==> config.mk <==
export PLATFORM = sky130hd
export DESIGN_NAME = data_mem_arbiter
export DESIGN_NICKNAME = d
export VERILOG_FILES = /design/src/rtl/mem_arb_pkg.sv /design/src/rtl/arb_starve_counter.sv /design/src/rtl/data_mem_arbiter.sv
export SDC_FILE = /design/constraint.sdc
export NUM_CORES = 1
export LEC_CHECK = 0
export ABC_AREA = 1
export CORE_MARGIN = 10
export CORE_UTILIZATION = 45
export DETAILED_ROUTE_END_ITERATION = 10
export HOLD_SLACK_MARGIN = 0.05
export PLACE_DENSITY = 0.86
export SETUP_SLACK_MARGIN = 0.15
export SYNTH_ARGS = -nofsm -noshare
export SYNTH_HDL_FRONTEND = slang
export SYNTH_SLANG_ARGS = --single-unit
==> constraint.sdc <==
create_clock -name clk -period 2.8 [get_ports clk]
set_clock_uncertainty 0.15 [all_clocks]
set_input_delay 0.56 -clock clk [delete_from_list [all_inputs] [get_ports clk]]
set_output_delay 0.56 -clock clk [all_outputs]
set_load 0.01 [all_outputs]
==> src/rtl/mem_arb_pkg.sv <==
// Shared types and default widths for the data-RAM arbiter.
package mem_arb_pkg;

    localparam int unsigned ADDR_W_DEF = 9;
    localparam int unsigned DATA_W_DEF = 34;

    // Doubles as FSM state (last grant) and as the read-return tag.
    typedef enum logic [1:0] {
        OWN_NONE = 2'd0,
        OWN_PIPE = 2'd1,
        OWN_SEC  = 2'd2
    } owner_e;

endpackage

==> src/rtl/arb_starve_counter.sv <==
// Saturating up-counter with synchronous clear; holds once it reaches LIMIT.
module arb_starve_counter #(
    parameter int unsigned  W     = 4,
    parameter logic [W-1:0] LIMIT = '1
) (
    input  logic         clk,
    input  logic         rst,
    input  logic         inc_i,
    input  logic         clr_i,
    output logic [W-1:0] cnt_o
);

    logic [W-1:0] cnt_q;
    logic [W-1:0] cnt_d;

    always_comb begin
        cnt_d = cnt_q;
        if (clr_i) begin
            cnt_d = '0;
        end else if (inc_i && (cnt_q != LIMIT)) begin
            cnt_d = cnt_q + W'(1);
        end
    end

    always_ff @(posedge clk or negedge rst) begin
        if (!rst) begin
            cnt_q <= '0;
        end else begin
            cnt_q <= cnt_d;
        end
    end

    assign cnt_o = cnt_q;

endmodule

==> src/rtl/data_mem_arbiter.sv <==
// Shares one single-port synchronous data RAM between the pipeline (P) and a
// secondary master (S). P has priority; a starvation guard bounds S's wait.
//
//   state    | meaning
//   OWN_NONE | no grant issued last cycle
//   OWN_PIPE | P was granted last cycle
//   OWN_SEC  | S was granted last cycle
module data_mem_arbiter
    import mem_arb_pkg::*;
#(
    parameter int unsigned ADDR_W       = ADDR_W_DEF,
    parameter int unsigned DATA_W       = DATA_W_DEF,
    parameter int unsigned STARVE_LIMIT = 4,
    parameter int unsigned CNT_W        = 16
) (
    input  logic              clk,
    input  logic              rst,
    input  logic              p_req,
    input  logic              p_we,
    input  logic [ADDR_W-1:0] p_addr,
    input  logic [DATA_W-1:0] p_wdata,
    output logic              p_stall,
    output logic              p_rvalid,
    output logic [DATA_W-1:0] p_rdata,
    input  logic              s_req,
    input  logic              s_we,
    input  logic [ADDR_W-1:0] s_addr,
    input  logic [DATA_W-1:0] s_wdata,
    output logic              s_gnt,
    output logic              s_rvalid,
    output logic [DATA_W-1:0] s_rdata,
    output logic [ADDR_W-1:0] ram_address,
    output logic [DATA_W-1:0] ram_data,
    output logic              ram_wren,
    input  logic [DATA_W-1:0] ram_q,
    output logic [CNT_W-1:0]  conflict_cnt
);

    localparam int unsigned   SW         = (STARVE_LIMIT > 0) ? $clog2(STARVE_LIMIT + 1) : 1;
    localparam logic [SW-1:0] STARVE_LIM = SW'(STARVE_LIMIT);

    owner_e            state_q, state_d;
    owner_e            tag_q, tag_d;
    logic              gnt_p, gnt_s;
    logic [SW-1:0]     starve_cnt;
    logic              starve_hit;
    logic [ADDR_W-1:0] addr_q, addr_d;
    logic [DATA_W-1:0] wdata_q, wdata_d;
    logic [DATA_W-1:0] p_rdata_q, p_rdata_d;
    logic [DATA_W-1:0] s_rdata_q, s_rdata_d;

    assign starve_hit = (starve_cnt == STARVE_LIM);

    // Grants are gated by rst so every output reads 0 while reset is held.
    always_comb begin
        gnt_p = 1'b0;
        gnt_s = 1'b0;
        if (rst) begin
            if (p_req && s_req) begin
                if (STARVE_LIMIT == 0) begin
                    if (state_q == OWN_PIPE) gnt_s = 1'b1;
                    else                     gnt_p = 1'b1;
                end else if (starve_hit) begin
                    gnt_s = 1'b1;
                end else begin
                    gnt_p = 1'b1;
                end
            end else begin
                gnt_p = p_req;
                gnt_s = s_req;
            end
        end
    end

    always_comb begin
        state_d = OWN_NONE;
        tag_d   = OWN_NONE;
        if (gnt_p) begin
            state_d = OWN_PIPE;
            if (!p_we) tag_d = OWN_PIPE;
        end else if (gnt_s) begin
            state_d = OWN_SEC;
            if (!s_we) tag_d = OWN_SEC;
        end
    end

    // Address/data hold their last value when idle; only wren drops.
    always_comb begin
        addr_d   = addr_q;
        wdata_d  = wdata_q;
        ram_wren = 1'b0;
        if (gnt_p) begin
            addr_d   = p_addr;
            wdata_d  = p_wdata;
            ram_wren = p_we;
        end else if (gnt_s) begin
            addr_d   = s_addr;
            wdata_d  = s_wdata;
            ram_wren = s_we;
        end
    end

    assign ram_address = addr_d;
    assign ram_data    = wdata_d;

    assign p_rvalid  = (tag_q == OWN_PIPE);
    assign s_rvalid  = (tag_q == OWN_SEC);
    assign p_rdata_d = p_rvalid ? ram_q : p_rdata_q;
    assign s_rdata_d = s_rvalid ? ram_q : s_rdata_q;
    assign p_rdata   = p_rdata_d;
    assign s_rdata   = s_rdata_d;

    assign p_stall = rst & p_req & ~gnt_p;
    assign s_gnt   = gnt_s;

    always_ff @(posedge clk or negedge rst) begin
        if (!rst) begin
            state_q   <= OWN_NONE;
            tag_q     <= OWN_NONE;
            addr_q    <= '0;
            wdata_q   <= '0;
            p_rdata_q <= '0;
            s_rdata_q <= '0;
        end else begin
            state_q   <= state_d;
            tag_q     <= tag_d;
            addr_q    <= addr_d;
            wdata_q   <= wdata_d;
            p_rdata_q <= p_rdata_d;
            s_rdata_q <= s_rdata_d;
        end
    end

    arb_starve_counter #(
        .W     (SW),
        .LIMIT (STARVE_LIM)
    ) u_starve (
        .clk   (clk),
        .rst   (rst),
        .inc_i (s_req & ~gnt_s),
        .clr_i (gnt_s | ~s_req),
        .cnt_o (starve_cnt)
    );

    arb_starve_counter #(
        .W (CNT_W)
    ) u_conflict (
        .clk   (clk),
        .rst   (rst),
        .inc_i (p_stall),
        .clr_i (1'b0),
        .cnt_o (conflict_cnt)
    );

endmodule

==> results.md <==
* Synthesized Nets at 793
* Synth Cell Area at approximately 0.0057 mm²
* Worst min path class: in2async
* Violated checks: setup timing
* Netlist cell types at 27
* Fin worst setup slack at -0.2296 ns
* Die Height at between 100 and 150 µm
* Unrepaired setup endpoints after global routing: yes
* CTS Sinks at around 130
* CP max stage delay at around 0.41 ns
* IO Pins at 258
* Clock transition at path regs at 0.06 ns
* Routability Congestion at a little over 0.8
* Crit end category: output pin
* Hold_ws at around 0.21 ns
* R2R cell count at 19
* CTS tree: done
* Die area at between 0.015 and 0.02 mm²
* Share of cells above drive strength 1 at 0.2822
* Top_reg_cell synth: dfrtp_1
* Yosys top cell by area: dfrtp_1
* Global router's overall resource usage at 0.2576
* Post-synth top cells: 227 x nand2_1, 132 x dfrtp_1, 73 x o21ai_0, 62 x nor2_1, 53 x inv_1
* Tmin final at between 3 and 4 ns
* Crit-path max FO at 6
* Post-synth EDFFs at 0
* Most numerous cell in the Yosys netlist: nand2_1
* CTS Root Buffer Type: clkbuf_16
* Synth Area per Inst at 8.606 µm²
* Area of the core at 0.01252 mm²
* Final Power at a little over 7 mW
* Post-synthesis sequential area ratio at 0.5781
* Worst r2r src: u_starve.cnt_o[1]$_DFFE_PN0P_
* WL final at between 30000 and 40000 µm
* Global-route wire length before repair at between 30000 and 40000 µm
* Cells after DPL at 1091
* Worst Tran Pin Value at between 0.9 and 1 ns
* Non-filler cells, final at roughly 1200
* Initial DRC Count at between 1000 and 1500
* Clock latency on the worst-skew pair at between 0.4 and 0.5 ns
* CP cell instances: inv_2, ha_4, nand2_4, nand2_4, nand3_4, inv_8, buf_6, buf_8, buf_4, nand2_4, a31oi_4, buf_6
* Vias in the first global route at between 6000 and 7000
* Crit-path slowest cell: dfrtp_1
* CTS max path bufs at 2
* Top cell type's share of synthesized area at 0.5781
* Worst path buffer plus inverter count at 6
* WL/cell at about 28 µm
* Setup violators final at 39
* Vias at 7047
* Status: finished with violations
* FILL cells at between 500 and 600
* Fin crit share at 1.082
* Worst Path Arrival at 2.32 ns
* Final #Nets at between 1000 and 1500
* Crit path launch type: flop
* Crit path kind: reg2out
* Synthesized instance count at approximately 660
* CTS buffer count at 17
* # DRC at 0
* Layout area overhead at 92.18%
* Synthesis Warnings at 0
* Largest net degree at the start of global routing at ~70
* Via/cell ratio at 5.912
* Peak VDD IR at roughly 0.00047 V
* Seq cells post-synth at 132
* I/O Buffers at 257
* TritonRoute pass-1 iters at 8
* Relative slew slack at 0.3634
* Max Cap Violations at 0
* Post-DRT Antenna Nets at 0
* Setup TNS at -2.844 ns
* H-Tree Depth at 4
* Critical path's most frequent cell: nand2_4
* Fraction of registers with async set/reset at 1.000
* Leakage at 5.282 nW
* GRT Residual Overflow at 0
* P per Cell Area at roughly 660 mW/mm²
* Hpwl dp at about 14000 µm
* Reg-to-reg slack, setup at -0.09 ns
* CP required at between 2 and 2.5 ns
* Max Fclk at 0.3301 GHz
* Die width at roughly 130 µm
* Synth top area cells: dfrtp_1 58%, nand2_1 15%, o21ai_0 6.4%
* FF-to-FF End: wdata_q[25]$_DFF_PN0_
* Antenna violations before repair at 4
* Initial Util at 0.4565
* Fin. Hold Viols at 0
* Core Rows at between 40 and 50
* CP top delay family: buffers and inverters
* Final Max Slew Viols at 0
## layer usage
metal | up-vias | wire (µm) | share of wire | track usage
met1 | 3312 | 11070 | 0.33 | 0.2813
met4 | 2 | 2778 | 0.084 | 0.1436
met5 | - | 9 | 0.00027 | 0
met3 | 234 | 4316 | 0.13 | 0.09538
met2 | 688 | 14860 | 0.45 | 0.4252
li1 | 2811 | - | - | -
## flip-flops by register name, summed over array words and instances, names as in the netlist
name	cells
u_starve.cnt_o	3
p_rdata_q	34
addr_q	9
tag_q	2
s_rdata_q	34
u_conflict.cnt_o	16
wdata_q	34
## report_power, final
| group | internal (mW) | switching, mW |
|---|---|---|
| Clock | 1.53 | 0.856 |
| Sequential | 2.26 | 0.205 |
| Combinational | 1.14 | 1.22 |
| Total | 4.94 | 2.28 |
## final cells by class
cell class	instances	area, µm²	area share
Sequential cell	132	3303	0.3008
Inverter	58	227.7	0.02074
Clock buffer	22	464.2	0.04227
Clock inverter	9	151.4	0.01379
Timing Repair Buffer	353	3695	0.3364
Tap cell	172	215.2	0.01960
Antenna cell	3	7.507	0.0006836
Multi-Input combinational cell	443	2918	0.2657
## through the flow
stage                       util  cell area (µm²)  setup WS, ns
after CTS                 0.8020            10040      -0.01658
final                     0.8773            10980       -0.2296
after floorplan                -             5714        0.6170
after detailed placement  0.6886             8620       -0.4082
after global placement    0.6886             8620       -0.3438
after global routing      0.8773            10980       -0.2887
## cell usage in the layout (no fill, tap or decap), types with 4 or more instances in the layout
master and n:
a31oi_1 5, a31oi_4 35, buf_12 11, buf_16 4
buf_2 8, buf_4 44, buf_6 62, buf_8 4
bufinv_16 4, clkbuf_16 24, clkdlybuf4s50_1 146, dfrtp_1 132
dlygate4sd2_1 61, inv_1 50, inv_2 6, nand2_1 174
nand2_2 23, nand2_4 34, nand3_1 7, nor2_1 60
nor2_2 5, o21ai_0 28, o21ai_1 42, o21ai_2 4
xor2_1 4
## worst max-delay path by stage
stage                             startpoint              to  slack, ns  depth (start not counted)
2_1_floorplan  u_starve.cnt_o[0]$_DFFE_PN0P_    ram_data[10]       0.62                          9
3_3_place_gp                           s_req     ram_data[0]      -0.34                          9
3_5_place_dp                           s_req  ram_address[7]      -0.41                          9
4_1_cts                   tag_q[1]$_DFF_PN0_      s_rdata[3]      -0.02                          7
5_1_grt        u_starve.cnt_o[1]$_DFFE_PN0P_    ram_data[22]      -0.29                         12
6_report       u_starve.cnt_o[1]$_DFFE_PN0P_    ram_data[22]      -0.23                         12
## timing repair
item                                   4_1_cts  5_1_grt
gates cloned                                 4        8
setup buffers                               37       17
setup endpoints to repair                  115       72
resized for setup                          438      142
hold buffers                                 1        0
pin swaps                                   23       26
endpoints found under the hold margin        3        0
## cell families after synthesis
family          Yosys count  share of synthesized area
compound gates          119                     0.1143
xor+xnor                  7                    0.01073
fa+ha+maj                 3                   0.006570
buf+inv                  90                    0.07116
flops                   132                     0.5781
mux                       1                   0.001752
simple gates            312                     0.2174
Power figures use the tool's default switching activity.
